### config.mk
export PLATFORM = sky130hd
export DESIGN_NAME = booth_mult_seq
export DESIGN_NICKNAME = d
export VERILOG_FILES = /design/src/rtl/booth_mult_seq_pkg.sv /design/src/rtl/booth_mult_seq_step.sv /design/src/rtl/booth_mult_seq.sv
export SDC_FILE = /design/constraint.sdc
export NUM_CORES = 1
export LEC_CHECK = 0
export ABC_AREA = 1
export CAP_MARGIN = 10
export CORE_MARGIN = 10
export CORE_UTILIZATION = 58
export CTS_BUF_LIST = sky130_fd_sc_hd__clkbuf_16
export CTS_CLUSTER_DIAMETER = 100
export DETAILED_ROUTE_END_ITERATION = 8
export DONT_BUFFER_PORTS = 1
export HOLD_SLACK_MARGIN = 0.02
export PLACE_DENSITY_LB_ADDON = 0.15
export SYNTH_ARGS = -nofsm -noshare
export SYNTH_HDL_FRONTEND = slang
export SYNTH_SLANG_ARGS = --single-unit
### constraint.sdc
create_clock -name clk -period 3.2 [get_ports clk]
set_input_delay 0.64 -clock clk [delete_from_list [all_inputs] [get_ports clk]]
set_output_delay 0.64 -clock clk [all_outputs]
set_load 0.01 [all_outputs]
### src/rtl/booth_mult_seq_pkg.sv
// Shared definitions for the sequential radix-2 Booth multiplier:
// FSM encodings, flag bit positions and the Booth recoding decision.
package booth_mult_seq_pkg;

  localparam int DEFAULT_WIDTH = 8;

  localparam logic [1:0] ST_IDLE = 2'd0;
  localparam logic [1:0] ST_RUN  = 2'd1;
  localparam logic [1:0] ST_DONE = 2'd2;

  localparam int FLAG_Z = 0;
  localparam int FLAG_N = 1;
  localparam int FLAG_V = 2;
  localparam int FLAG_E = 3;

  typedef enum logic [1:0] {
    OP_NONE = 2'd0,
    OP_ADD  = 2'd1,
    OP_SUB  = 2'd2
  } booth_op_e;

  // Radix-2 recoding of the pair {Q[0], q_1}: 01 adds M, 10 subtracts M.
  function automatic booth_op_e booth_decode(input logic q0, input logic q_1);
    booth_op_e op;
    op = OP_NONE;
    case ({q0, q_1})
      2'b01:   op = OP_ADD;
      2'b10:   op = OP_SUB;
      default: op = OP_NONE;
    endcase
    return op;
  endfunction

endpackage

### src/rtl/booth_mult_seq_step.sv
// One combinational Booth iteration: conditional add/subtract of M into A,
// then an arithmetic right shift of the combined {A, Q, q_1} register.
module booth_mult_seq_step
  import booth_mult_seq_pkg::*;
#(
  parameter int WIDTH = DEFAULT_WIDTH
) (
  input  logic [WIDTH:0]   i_a,
  input  logic [WIDTH-1:0] i_q,
  input  logic             i_q_1,
  input  logic [WIDTH:0]   i_m,
  output logic [WIDTH:0]   o_a,
  output logic [WIDTH-1:0] o_q,
  output logic             o_q_1
);

  booth_op_e        w_op;
  logic [WIDTH:0]   w_sum;

  assign w_op = booth_decode(i_q[0], i_q_1);

  // A carries one guard bit, so subtracting the most negative M cannot wrap.
  always_comb begin
    w_sum = i_a;
    case (w_op)
      OP_ADD:  w_sum = i_a + i_m;
      OP_SUB:  w_sum = i_a - i_m;
      default: w_sum = i_a;
    endcase
  end

  assign o_a   = {w_sum[WIDTH], w_sum[WIDTH:1]};
  assign o_q   = {w_sum[0], i_q[WIDTH-1:1]};
  assign o_q_1 = i_q[0];

endmodule

### src/rtl/booth_mult_seq.sv
// Sequential radix-2 Booth multiplier: accepts signed operands on start,
// runs one iteration per clock and presents the product plus {E,V,N,Z} flags.
module booth_mult_seq
  import booth_mult_seq_pkg::*;
#(
  parameter int WIDTH = DEFAULT_WIDTH
) (
  input  logic               clk,
  input  logic               reset,
  input  logic               i_start,
  input  logic [WIDTH-1:0]   i_multiplicand,
  input  logic [WIDTH-1:0]   i_multiplier,
  output logic               o_busy,
  output logic               o_done,
  output logic [2*WIDTH-1:0] o_product,
  output logic [3:0]         o_flags
);

  localparam int CW = $clog2(WIDTH + 1);

  logic [1:0]         r_state;
  logic [CW-1:0]      r_count;
  logic [WIDTH:0]     r_a;
  logic [WIDTH-1:0]   r_q;
  logic               r_q_1;
  logic [WIDTH:0]     r_m;
  logic               r_err;
  logic [2*WIDTH-1:0] r_product;
  logic [3:0]         r_flags;

  logic [WIDTH:0]     w_next_a;
  logic [WIDTH-1:0]   w_next_q;
  logic               w_next_q_1;
  logic [2*WIDTH-1:0] w_product;
  logic [WIDTH:0]     w_upper;
  logic [3:0]         w_flags;

  booth_mult_seq_step #(.WIDTH(WIDTH)) u_step (
    .i_a   (r_a),
    .i_q   (r_q),
    .i_q_1 (r_q_1),
    .i_m   (r_m),
    .o_a   (w_next_a),
    .o_q   (w_next_q),
    .o_q_1 (w_next_q_1)
  );

  // Result as it will stand after the final iteration; only captured then.
  assign w_product = {w_next_a[WIDTH-1:0], w_next_q};
  assign w_upper   = w_product[2*WIDTH-1:WIDTH-1];

  always_comb begin
    w_flags         = 4'b0000;
    w_flags[FLAG_Z] = (w_product == '0);
    w_flags[FLAG_N] = w_product[2*WIDTH-1];
    w_flags[FLAG_V] = !((&w_upper) || !(|w_upper));
    w_flags[FLAG_E] = r_err || i_start;
  end

  always_ff @(posedge clk) begin
    if (reset) begin
      r_state   <= ST_IDLE;
      r_count   <= '0;
      r_a       <= '0;
      r_q       <= '0;
      r_q_1     <= 1'b0;
      r_m       <= '0;
      r_err     <= 1'b0;
      r_product <= '0;
      r_flags   <= 4'b0000;
    end else begin
      case (r_state)
        ST_IDLE: begin
          if (i_start) begin
            r_m     <= {i_multiplicand[WIDTH-1], i_multiplicand};
            r_q     <= i_multiplier;
            r_a     <= '0;
            r_q_1   <= 1'b0;
            r_count <= CW'(WIDTH);
            r_err   <= 1'b0;
            r_state <= ST_RUN;
          end
        end
        ST_RUN: begin
          r_a     <= w_next_a;
          r_q     <= w_next_q;
          r_q_1   <= w_next_q_1;
          r_count <= r_count - 1'b1;
          if (i_start) begin
            r_err <= 1'b1;
          end
          if (r_count == CW'(1)) begin
            r_product <= w_product;
            r_flags   <= w_flags;
            r_state   <= ST_DONE;
          end
        end
        ST_DONE: begin
          // A late start still belongs to the result being presented.
          if (i_start) begin
            r_err            <= 1'b1;
            r_flags[FLAG_E]  <= 1'b1;
          end
          r_state <= ST_IDLE;
        end
        default: begin
          r_state <= ST_IDLE;
        end
      endcase
    end
  end

  assign o_busy    = (r_state != ST_IDLE);
  assign o_done    = (r_state == ST_DONE);
  assign o_product = r_product;
  assign o_flags   = r_flags;

endmodule

==> results of run 1 <==
==> layer usage <==
metal | share of wire, % | wire [um]
met5 | 0 | 0
met3 | 5.1 | 344
met2 | 50 | 3370
met1 | 44 | 3010
met4 | 0.87 | 59
==> Yosys cell counts, types with 5 or more instances <==
cell type,instances
nand4_1,5
nand2_1,121
a31oi_1,10
nand2_2,7
o21ai_0,24
a21oi_1,32
nand3_1,24
ha_1,15
clkbuf_1,6
dfxtp_1,51
o211ai_1,6
inv_2,5
nor2_1,32
inv_1,61
==> through the flow <==
step           worst slack, ns  hold slack [ns]
2_1_floorplan            0.771            0.438
3_3_place_gp             0.514            0.440
3_5_place_dp             0.475            0.450
4_1_cts                  0.450            0.405
5_1_grt                 0.0661            0.404
6_report                 0.448            0.413
==> flip-flops by register name, indices dropped and copies added (netlist names) <==
name and count:
o_flags 4, o_product 15, r_a 8, r_count 4
r_err 1, r_m 8, r_q 8, r_q_1 1
r_state 2
==> worst max-delay path, cell delays in order (launching register included) <==
cell and delay, ns:
dfxtp_1 0.31, inv_1 0.10, ha_1 0.15, inv_1 0.04, nor2_1 0.15, inv_1 0.07
o21ai_0 0.19, xnor2_1 0.14, inv_1 0.05, ha_1 0.32, nand2_1 0.08, nand2_1 0.08
a21oi_1 0.23, nand2_1 0.10, nand2_1 0.07, nand3_1 0.09, nand2_2 0.11, nand2_1 0.06
nor2_1 0.10, nand2_1 0.06, nand3_1 0.09, a21oi_2 0.05
==> final timing paths <==
kind | start | to | slack [ns] | depth (start not counted)
hold / removal | reset | o_flags[2]$_SDFFE_PP0P_ | 0.41 | 1
setup reg to reg | r_m[1]$_SDFFE_PP0P_ | o_flags[2]$_SDFFE_PP0P_ | 0.45 | 21
setup / recovery | r_m[1]$_SDFFE_PP0P_ | o_flags[2]$_SDFFE_PP0P_ | 0.45 | 21
hold reg to reg | r_err$_SDFFE_PP0P_ | r_err$_SDFFE_PP0P_ | 0.45 | 2
==> final cells by class <==
class / instances / share of cell area, %
multi-input combinational: 304 / 51.0
sequential: 51 / 32.6
inverter: 68 / 8.16
clock buffer: 5 / 4.00
tap: 70 / 2.80
clock inverter: 3 / 0.920
timing repair buffer: 2 / 0.480
==> cells by family (layout without fill, tap and decap cells) <==
kind of cell	Yosys count	after routing	synth area share (%)
xor+xnor	5	5	1.46
simple gates	200	200	29.2
fa+ha+maj	16	16	6.93
buf+inv	86	78	12.8
flops	51	51	34.0
compound gates	83	83	15.6
==> cells in the final DEF (no fill, tap or decap), drive strengths merged, types with 5 or more instances in the layout <==
cell type	netlist	final
clkbuf	7	5
nand3	28	28
o211ai	6	6
a21oi	34	34
nor2	33	33
o21ai	27	27
dfxtp	51	51
a31oi	10	10
ha	15	15
nand2	129	129
nand4	5	5
inv	66	67
==> power by group through the flow <==
stage                     clock network (mW)  logic (mW)  registers (mW)
after floorplan                            0       0.380           0.709
after global placement                     0       0.435           0.719
after detailed placement                   0       0.443           0.719
after CTS                              0.557       0.448           0.705
after global routing                   0.575       0.515           0.710
final                                  0.554       0.448           0.705
==> results list, run 1 <==
* Post-Route Skew: 0.00824 ns
* Headroom to the max-slew limit: 50.1%
- After filler insertion, the fill cell instance count of the layout stands at 521.
* EDFF count, synth: 0
* Share of flip-flops with an asynchronous set or reset: 0%
- Cell taking the most area after synthesis: dfxtp_1
- Counting every net in the synthesized netlist gives 476.
- Multi-input combinational cell area: 1600 um^2
- The analysis attributes to cell leakage a power of 1.40 nW.
- Once layout is complete, the utilization of the core stands at 61.6%.
- After layout, the worst path uses 86.0% of the clock period.
- Maximum number of pins on one net before global-route repair: 28
- Area of all placed cells without fillers: 3130 um^2
* Fraction of met1 tracks used by global routing: 19.0%
- Number of standard cells after synthesis: 441
* Ports placed on the boundary: 41
- The number of global-route vias before repair is 2619.
* Number of distinct standard cells referenced by the synthesized netlist: 40
* CTS root buf: clkbuf_16
- STA classifies the critical path startpoint as a flop.
* Number of I/O port buffers: 0
* Clock latency at the later pin of the worst-skew pair: 0.29 ns
- After detailed routing, the average wire length per cell comes to 13.5 um.
* Total routed wirelength: 6.78 mm
- Die width: 91.9 um
- Proportion of synthesized chip area in sequential cells: 34.0%
* Worst Tran Pin Value: 0.746 ns
- Number of non-filler instances in the completed layout: 503
- In this run the post-CTS setup repair buffer count came out at 0.
* Syn Std Cell Area: 3000 um^2
- Fraction of final layout cells sized beyond drive strength 1: 7.39%
* Number of buffers between clock root and the deepest sink: 2
- Top FF cell, synth: dfxtp_1
- Post-synthesis sequential element count: 51
- Met3 Resource Use GR: 4.32%
* Register share of total power: 41.3%
* Effective utilization at floorplan: 59.1%
* Area of the placeable core: 5070 um^2
- By area the synthesized netlist is led by dfxtp_1 34%, nand2_1 15%, inv_1 7.6%.
* Worst setup path class: reg -> reg
- Max Slew Vio Count: 0
* Number of buffers added to fix hold violations after cts: 0
* Internal: 1.12 mW
- Number of warnings printed during yosys synthesis: 0
- Post-layout net count: 467
- CTS built an H-tree with a depth of 2.
- Die height: 91.9 um
* Signed area change from the synthesized netlist to the final layout: 4.30%
- Data arrives at the worst endpoint at 2.94 ns.
* Avg Cell Area, Syn: 6.80 um^2
- Full die area: 8450 um^2
* Number of clock buffers inserted by TritonCTS: 5
* Sw Ratio: 34.2%
- Total number of vias: 2698
- In the final layout, flip-flops and latches occupy 1020 um^2.
* Reported net switching power: 0.583 mW
- For this run, global-route usage on met2 was measured as 29.6%.
- met2 is the most crowded layer.
* Setup repair after global routing missed its margin: no
* Number of vias per cell: 5.36
- Setup TNS Final: 0 ns
- The flow ran to the end, and the final reports show no timing, DRC or antenna violations.
- In this run, post-CTS repair resized a total of 0 instances.
* Row count: 26
- Classification of the worst-slack hold path: in -> reg
- Inserted Diodes: 0
- Post-DRT Antenna Nets: 0
* Critical Path End Type: flop
- Once placement finished, the instance area stood at 2970 um^2.
- Fin. Hold Viols: 0
- Initial antenna violation count: 0
- MaxCap Viol Count: 0
* Clock share of power: 32.5%
* Setup-violating endpoint count in the final report: 0
- Summed over all layers, the global routing overflow is 0.
* TritonRoute pass-1 iters: 4
- DP HPWL: 5.10 mm
* PwrDens: 546 nW/um^2
* Sinks on the clock net: 51
- Routability-driven placement congestion ratio: 0.895
- Post-CTS clock slew at the launch and capture registers of the worst setup and hold paths: 0.07 ns
- Critical path peak fanout: 5
- Final worst path period need: 2.75 ns
* Share of total power in combinational logic: 26.3%
- Global-route wire length before repair: 11.8 mm
- In this run, placement finished with an instance count of 495.
- Post-synth top area share: 34.0%
- Total power for the finished layout comes to 1.71 mW.
- Clock tree from TritonCTS: built
* Iter 0 DRT Violations: 235
* Final routed DRC violation total: 0
- IR drop worst, VDD: 0.328 mV
- Global routing usage summed across all routing layers: 16.5%
- Static timing analysis puts the maximum clock frequency at 363 MHz.
* Data required time at the worst endpoint: 3.39 ns
No activity file was read; power rests on OpenSTA's default activity.
==> run 2, diff against run 1 <==
- GPL_TIMING_DRIVEN: not set -> 0
==> results list, run 2 (synthesis gave the netlist of run 1 again) <==
- The largest delay contributor family on the critical path was simple AND/OR/NAND/NOR gates (unchanged).
* Area taken by flip-flops and latches: 1020 um^2 (unchanged)
* Remaining Overflow, GRT: 0 (unchanged)
* Achievable frequency: 355 MHz (was 363 MHz)
- Result of the run: finished clean (unchanged)
- The layout overhead on the synthesized area is 8.68% (was 4.30%).
- Cell Chain, Critical Path: inv_1, ha_1, inv_1, nor2_1, inv_1, o21ai_0, xnor2_1, inv_1, ha_1, nand2_1, inv_1, nand2_1, nand3_1, nand2_1, nand3_1, nand2_1, nand2_1, nor2_1, nand3_1, nand3_1, a21oi_2 (was inv_1, ha_1, inv_1, nor2_1, inv_1, o21ai_0, xnor2_1, inv_1, ha_1, nand2_1, nand2_1, a21oi_1, nand2_1, nand2_1, nand3_1, nand2_2, nand2_1, nor2_1, nand2_1, nand3_1, a21oi_2)
* Global-route wire length before repair: 12.4 mm (was 11.8 mm)
- Final clock period utilization by the worst path: 87.9% (was 86.0%)
- The number of maximum-capacitance violations came to 0 (unchanged).
- DP HPWL: 5.48 mm (was 5.10 mm)
- The number of flip-flops in the largest register was 15 (unchanged).
- Multi-input combinational cell area: 1600 um^2 (about the same)
* Classification of the worst-slack hold path: reg -> reg (was in -> reg)
- The first-pass iteration count of the detailed router was 5 (was 4).
- Post-CTS clock slew at the launch and capture registers of the worst setup and hold paths: 0.07 ns (about the same)
- Number of I/O port buffers: 0 (unchanged)
- The path type of the worst setup path was reg -> reg (unchanged).
- The total global routing track utilization came to 17.4% (was 16.5%).
- The fraction of layout instances using a drive strength above 1 is 9.15% (was 7.39%).
- The highest net fanout along the worst path was 5 (unchanged).
- Fin. Hold Viols: 0 (unchanged)
- Critical Path End Type: flop (unchanged)
- Headroom to the max-slew limit: 61.8% (was 50.1%)
- The worst IR drop on VDD is 0.396 mV (was 0.328 mV).
* Via count of the first global-routing pass: 2684 (was 2619)
* Final Total Pwr: 1.79 mW (was 1.71 mW)
- Setup-violating endpoint count in the final report: 0 (unchanged)
* PwrDens: 549 nW/um^2 (was 546 nW/um^2)
- The number of H-tree levels was 2 (unchanged).
- Max stage delay cell, worst path: dfxtp_1 (was ha_1)
- Final routed DRC violation total: 0 (unchanged)
* Data required time at the worst endpoint: 3.36 ns (was 3.39 ns)
- Initial antenna violation count: 0 (unchanged)
- The transition at the pin with the smallest max-transition slack was 0.574 ns (was 0.746 ns).
- The final estimated routing congestion in global placement was 0.868 (was 0.895).
- The total CTS buffers was 5 (unchanged).
- Clock tree from TritonCTS: built (unchanged)
* CP Launch Type: flop (unchanged)
- The number of placement rows is 26 (unchanged).
* Fillers: 491 (was 521)
* Die width: 91.9 um (unchanged)
- The total wirelength of the detailed-routed design was 7.12 mm (was 6.78 mm).
- Post-CTS setup buffer count: 0 (unchanged)
- Total number of vias: 2744 (was 2698)
- The number of slew-limit violations in the final report came to 0 (unchanged).
* Clock latency at the later pin of the worst-skew pair: 0.29 ns (about the same)
* Post-layout net count: 482 (was 467)
- Maximum number of pins on one net before global-route repair: 18 (was 28)
* Setup repair after global routing missed its margin: no (unchanged)
- The final antenna diode count came to 0 (unchanged).
- Leading cell type in the layout, fill and taps excluded: nand2_1 (unchanged)
* Number of buffers between clock root and the deepest sink: 2 (unchanged)
- The leakage power of the design was 1.48 nW (was 1.40 nW).
* Post-DRT Antenna Nets: 0 (unchanged)
- Final core utilization: 64.2% (was 61.6%)
- CTS root buf: clkbuf_16 (unchanged)
- CP Data Arrival Time: 2.98 ns (was 2.94 ns)
- The shortest period the worst path allows is 2.81 ns (was 2.75 ns).
- Post-Route Skew: 0.0101 ns (was 0.00824 ns)
- The boundary pin count was 41 (unchanged).
- The starting density of the core came to 59.1% (unchanged).
- The floorplan die height was 91.9 um (unchanged).
* Commonest cells after routing, fill and taps aside: 121 x nand2_1, 61 x inv_1, 51 x dfxtp_1, 32 x nor2_1, 31 x a21oi_1 (was 121 x nand2_1, 61 x inv_1, 51 x dfxtp_1, 32 x nor2_1, 32 x a21oi_1)
* Combined buffer and inverter count along the critical path: 5 (was 4)
- Number of vias per cell: 5.30 (was 5.36)
- The setup TNS came to 0 ns (unchanged).
- The full die area is 8450 um^2 (unchanged).
- The largest stage delay on the critical path was 0.34 ns (was 0.32 ns).
- Iter 0 DRT Violations: 172 (was 235)
- Area of the placeable core: 5070 um^2 (unchanged)
- The routed wire length per instance is 13.8 um (was 13.5 um).
- The clock sink count is 51 (unchanged).
==> run 2: where the power goes <==
| group | internal [mW] | total [mW] | switching (mW) | leakage, nW |
|---|---|---|---|---|
| Sequential | 0.671 | 0.704 | 0.0328 | 0.416 |
| Combinational | 0.166 | 0.472 | 0.306 | 0.975 |
| Clock | 0.373 | 0.614 | 0.241 | 0.0844 |
| Total | 1.21 | 1.79 | 0.579 | 1.48 |
==> run 2: final cells by class <==
| type | instances | share of cell area (%) |
|---|---|---|
| multi-input cells | 304 | 49.1 |
| flip-flops and latches | 51 | 31.3 |
| inverters | 68 | 7.83 |
| clock buffers | 5 | 3.84 |
| plain buffers | 17 | 3.80 |
| well taps | 70 | 2.69 |
| clock inverters | 3 | 1.46 |
==> run 2: worst register-to-register path: stages, from the launching register on <==
cell and delay [ns]:
dfxtp_1 0.34, inv_1 0.09, ha_1 0.14, inv_1 0.04, nor2_1 0.18, inv_1 0.09
o21ai_0 0.20, xnor2_1 0.14, inv_1 0.06, ha_1 0.33, nand2_1 0.13, inv_1 0.05
nand2_1 0.08, nand3_1 0.08, nand2_1 0.06, nand3_1 0.12, nand2_1 0.16, nand2_1 0.07
nor2_1 0.10, nand3_1 0.08, nand3_1 0.11, a21oi_2 0.06
==> run 2: worst paths after layout <==
kind              slack, ns                 endpoint  cells after the start           startpoint
setup reg to reg       0.39  o_flags[2]$_SDFFE_PP0P_                     21  r_m[0]$_SDFFE_PP0P_
hold / removal         0.46       r_err$_SDFFE_PP0P_                      2   r_err$_SDFFE_PP0P_
setup / recovery       0.39  o_flags[2]$_SDFFE_PP0P_                     21  r_m[0]$_SDFFE_PP0P_
hold reg to reg        0.46       r_err$_SDFFE_PP0P_                      2   r_err$_SDFFE_PP0P_
==> run 2: what timing repair did <==
action                                  4_1_cts  5_1_grt
resized for setup                             0        1
endpoints found under the hold margin         0        0
endpoints found under the setup margin        0        1
hold buffers                                  0        0
==> run 2: through the flow <==
stage	hold WS (ns)	setup slack (ns)	area, um^2	instances
finish	0.465	0.386	3260	518
global route	0.484	0.0825	3260	518
CTS	0.464	0.400	3260	519
detailed placement	0.454	0.419	3090	511
global placement	0.449	0.459	3090	511
floorplan	0.438	0.771	3000	441
==> run 2: per-layer routing <==
metal	vias up	track usage, %	routed length, um
met2	71	30.7	3590
li1	1417	-	-
met1	1244	19.9	3020
met3	12	4.32	393
met4	0	6.30	125
met5	-	0	0
==> edit 1, RTL diff (config.mk and constraints of run 1) <==
The package constant `DEFAULT_WIDTH` goes from 8 to 16.
--- a/src/rtl/booth_mult_seq_pkg.sv
+++ b/src/rtl/booth_mult_seq_pkg.sv
@@ -3,5 +3,5 @@
 package booth_mult_seq_pkg;
 
-  localparam int DEFAULT_WIDTH = 8;
+  localparam int DEFAULT_WIDTH = 16;
 
   localparam logic [1:0] ST_IDLE = 2'd0;
Interface: changed (resized i_multiplicand, i_multiplier and o_product); port bits go from 41 to 73. No check against the original RTL was run, so the function may have changed too.
==> edit 1 against run 1 <==
Critical path type unchanged; power increased by 100%; wire length increased by 130%; design area increased by 100%; combinational power increased by 140%; largest power group unchanged; non-clock buffer count increased by 27; first-iteration DRC count increased by 84%; area after synthesis increased by 82%; clock skew increased by 0.0019 ns; sequential cell count increased by 41; sequential power increased by 83%; setup slack got worse by 0.36 ns.
==> edit 1: results (changes against run 1) <==
status finished, final reports clean (unchanged); Initial DRT Pass Iterations 5 (was 4); comb_multi_in 621 (was 304); post-detailed-placement half-perimeter wirelength 11,600 um (was 5100 um); syn_area_per_cell 6.40 sq um (was 6.80 sq um); Signal buffers 29 (was 2); comb pwr 0.00107 W (was 0.000448 W); switching share of power 0.355 (was 0.342); Post-synth top cells nand2_1, inv_1, dfxtp_1, nor2_1, a21oi_1 (was nand2_1, inv_1, dfxtp_1, a21oi_1, nor2_1); Synth Area in Compound Gates 0.154 (was 0.156); Mapped Nets 911 (was 476); H-tree levels 3 (was 2); adder-cell area share of the yosys netlist 0.0565 (was 0.0693); Placer Congestion 0.881 (was 0.895); vias in the first global route 5,156 (was 2,619); Worst slew margin 0.633 (was 0.501); fill count 815 (was 521); CP max stage cell dfxtp_1 (was ha_1); VDD IR max 374 uV (was 328 uV); clock tree cell share of total cell area 0.0473 (was 0.0492); Comb power frac 0.310 (was 0.263); dpl cells 951 (was 495); vias per inst 5.62 (was 5.36); largest net degree at the start of global routing 52 (was 28); inverters 105 (was 68); Non-clock buffering overhead 0.0349 (was 0.00480); wire length per cell 16.1 um (was 13.5 um); reg-to-reg slack, setup 0.09 ns (was 0.45 ns); post-synthesis xor/xnor area fraction 0.0257 (was 0.0146); WP data arrival 3.35 ns (was 2.94 ns); Lkg Pwr 2.80 nW (was 1.40 nW); Largest stage delay, worst path 0.37 ns (was 0.32 ns); Register Area 1850 sq um (was 1020 sq um); Register-to-Register Path Depth 22 (was 21); WHS 0.355 ns (was 0.413 ns); register bit count reported by yosys 92 (was 51); Nets 917 (was 467); sequential element share of the synthesized area 0.338 (was 0.340)
==> edit 1: through the flow <==
| stage | cell area, sq um | setup WS, ns |
|---|---|---|
| 2_1_floorplan | 5450 | 0.289 |
| 3_3_place_gp | 5600 | -0.0376 |
| 3_5_place_dp | 5600 | -0.111 |
| 4_1_cts | 5940 | 0.00214 |
| 5_1_grt | 6340 | -0.106 |
| 6_report | 6340 | 0.0889 |
==> edit 1: timing repair <==
item                                    CTS  global route
pin swaps                                 1            17
gates resized for setup                   7            86
endpoints found under the setup margin    2            11
buffers inserted                          1             6
==> edit 1: per-layer routing <==
layer  global-route usage  up-vias  part of all wire
met5                    0        -                 0
met4               0.0643        0             0.014
met3               0.0433       21             0.059
met2                0.373      152              0.49
met1                0.289     2545              0.43
li1                     -     2753                 -
==> edit 2, RTL diff (settings of run 1) <==
Without the edit above. Put a register stage on the outputs `o_busy` and `o_done`, cleared by the reset. The values now appear one clock later. The other outputs are not delayed to match.
--- a/src/rtl/booth_mult_seq.sv
+++ b/src/rtl/booth_mult_seq.sv
@@ -111,6 +111,13 @@
   end
 
-  assign o_busy    = (r_state != ST_IDLE);
-  assign o_done    = (r_state == ST_DONE);
+  always_ff @(posedge clk) begin
+    if (reset) begin
+      o_busy <= '0;
+      o_done <= '0;
+    end else begin
+      o_busy <= (r_state != ST_IDLE);
+      o_done <= (r_state == ST_DONE);
+    end
+  end
   assign o_product = r_product;
   assign o_flags   = r_flags;
Check against the original RTL: not equivalent (a bounded check fails within 4 cycles, from zero or initial values and one cycle with reset high).
==> edit 2 against run 1 <==
Highest routed layer unchanged; setup slack better by 0.11 ns; critical endpoint unchanged; largest cell class unchanged; cell count is 0.20% lower; non-clock buffer count is the same; sequential cell count is 2 higher; global-route usage shrank 0.73 points; critical path type unchanged; design area is 0.52% lower; sequential power up 3.4%; die area shrank 0.55%; power decreased by 1.4%; area after synthesis down 0.71%; wire length down 4.6%.
==> edit 2: results (changes against run 1) <==
WP data arrival 2.83 ns (was 2.94 ns); # diodes 0 (unchanged); sequential element share of the synthesized area 0.356 (was 0.340); Worst Hold Path Cells 1 (unchanged); VDD IR max 292 uV (was 328 uV); Routed Antenna Nets 0 (unchanged); Largest stage delay, worst path 0.34 ns (was 0.32 ns); Worst slew margin 0.502 (was 0.501); post-detailed-placement half-perimeter wirelength 4970 um (was 5100 um); share of cells above drive strength 1 0.0718 (was 0.0739); Placer Congestion 0.970 (was 0.895); Top delay family on crit path simple AND/OR/NAND/NOR gates (unchanged); Main synth FF type dfxtp_1 (unchanged); post-cts resize count 0 (unchanged); wire length of the first global-routing pass 11,400 um (was 11,800 um); top post-synthesis cells by area dfxtp_1, nand2_1, inv_1 (unchanged); # port buffers 0 (unchanged); Cell variety after synth 35 (was 40); asr flop ratio synth 0 (unchanged); CP max stage cell ha_1 (unchanged); Post-synth top cells nand2_1, inv_1, dfxtp_1, a21oi_1, nor2_1 (unchanged); Tot GR Track Use 0.158 (was 0.165); H-tree levels 2 (unchanged); CTS Buf Count 5 (unchanged); Comb power frac 0.249 (was 0.263); Nets 466 (was 467); clk root buf clkbuf_16 (unchanged); vias per inst 5.20 (was 5.36); Min-Delay Path Class input port to flip-flop (unchanged); Register-to-Register Path Depth 22 (was 21); wire length per cell 12.9 um (was 13.5 um); dpl ws 0.571 ns (was 0.475 ns); Reg power frac 0.433 (was 0.413); Lkg Pwr 1.41 nW (was 1.40 nW); Mapped Nets 475 (was 476); CP Max Fanout 5 (unchanged); number of flip-flops in the largest register 15 (unchanged); clock skew 0.00686 ns (was 0.00824 ns); clock slew at reported path FFs 0.07 ns (about the same); largest net degree at the start of global routing 29 (was 28); switching share of power 0.326 (was 0.342); Max clock buf depth 2 (unchanged); drt initial violations 131 (was 235); status finished, final reports clean (unchanged); worst skew pair latency 0.29 ns (about the same); initial antenna violation count 0 (unchanged); Initial DRT Pass Iterations 4 (unchanged); Syn. warnings 0 (unchanged); vias in the first global route 2,506 (was 2,619); Post-CTS Setup Inserts 0 (unchanged)
[edit 2: cell count changes after synthesis, sizes merged, moves of 2 or more]
cell	before	now
dfxtp	51	53
or2	1	3
a21oi	34	38
clkinv	2	0
a31oi	10	8
nand3	28	23
nor2	33	31
inv	66	70
clkbuf	7	9
[edit 2: routing by layer]
metal,up-vias,share of wire,track usage
met5,-,0,0
met4,0,0.012,0.0405
met3,7,0.043,0.0407
met2,38,0.51,0.285
met1,1185,0.43,0.180
li1,1380,-,-
[edit 2: area by class of cell]
type                    instances  area, sq um
clock buffers                   5          125
clock inverters                 3         22.5
fillers                       513         1930
inverters                      70          268
multi-input cells             299         1530
flip-flops and latches         53         1060
well taps                      70         87.6
repair buffers                  2         15.0
[edit 2: cell families (layout without fill, tap and decap cells)]
| kind of cell | Yosys count | after routing | share of synthesized area |
|---|---|---|---|
| AOI/OAI and AO/OA | 84 | 84 | 0.158 |
| adders and majority gates | 16 | 16 | 0.0697 |
| DFF | 53 | 53 | 0.356 |
| and+or+nand+nor | 194 | 194 | 0.272 |
| buffers and inverters | 88 | 80 | 0.129 |
| xor gates and xnor gates | 5 | 5 | 0.0147 |
[edit 2: stage by stage]
step,power (W),hold slack [ns],instances,cell area (sq um),util
after floorplan,0.00110,0.438,440,2980,-
after global placement,0.00115,0.443,494,2960,0.588
after detailed placement,0.00116,0.446,494,2960,0.588
after CTS,0.00170,0.402,502,3110,0.617
after global routing,0.00178,0.401,502,3110,0.617
final,0.00168,0.408,502,3110,0.617
[edit 2: final timing paths]
| kind | start | to | slack (ns) |
|---|---|---|---|
| min | reset | o_busy | 0.41 |
| max | r_m[0] | o_flags[2] | 0.56 |
| max reg2reg | r_m[0] | o_flags[2] | 0.56 |
| min reg2reg | r_q_1 | r_q_1 | 0.45 |
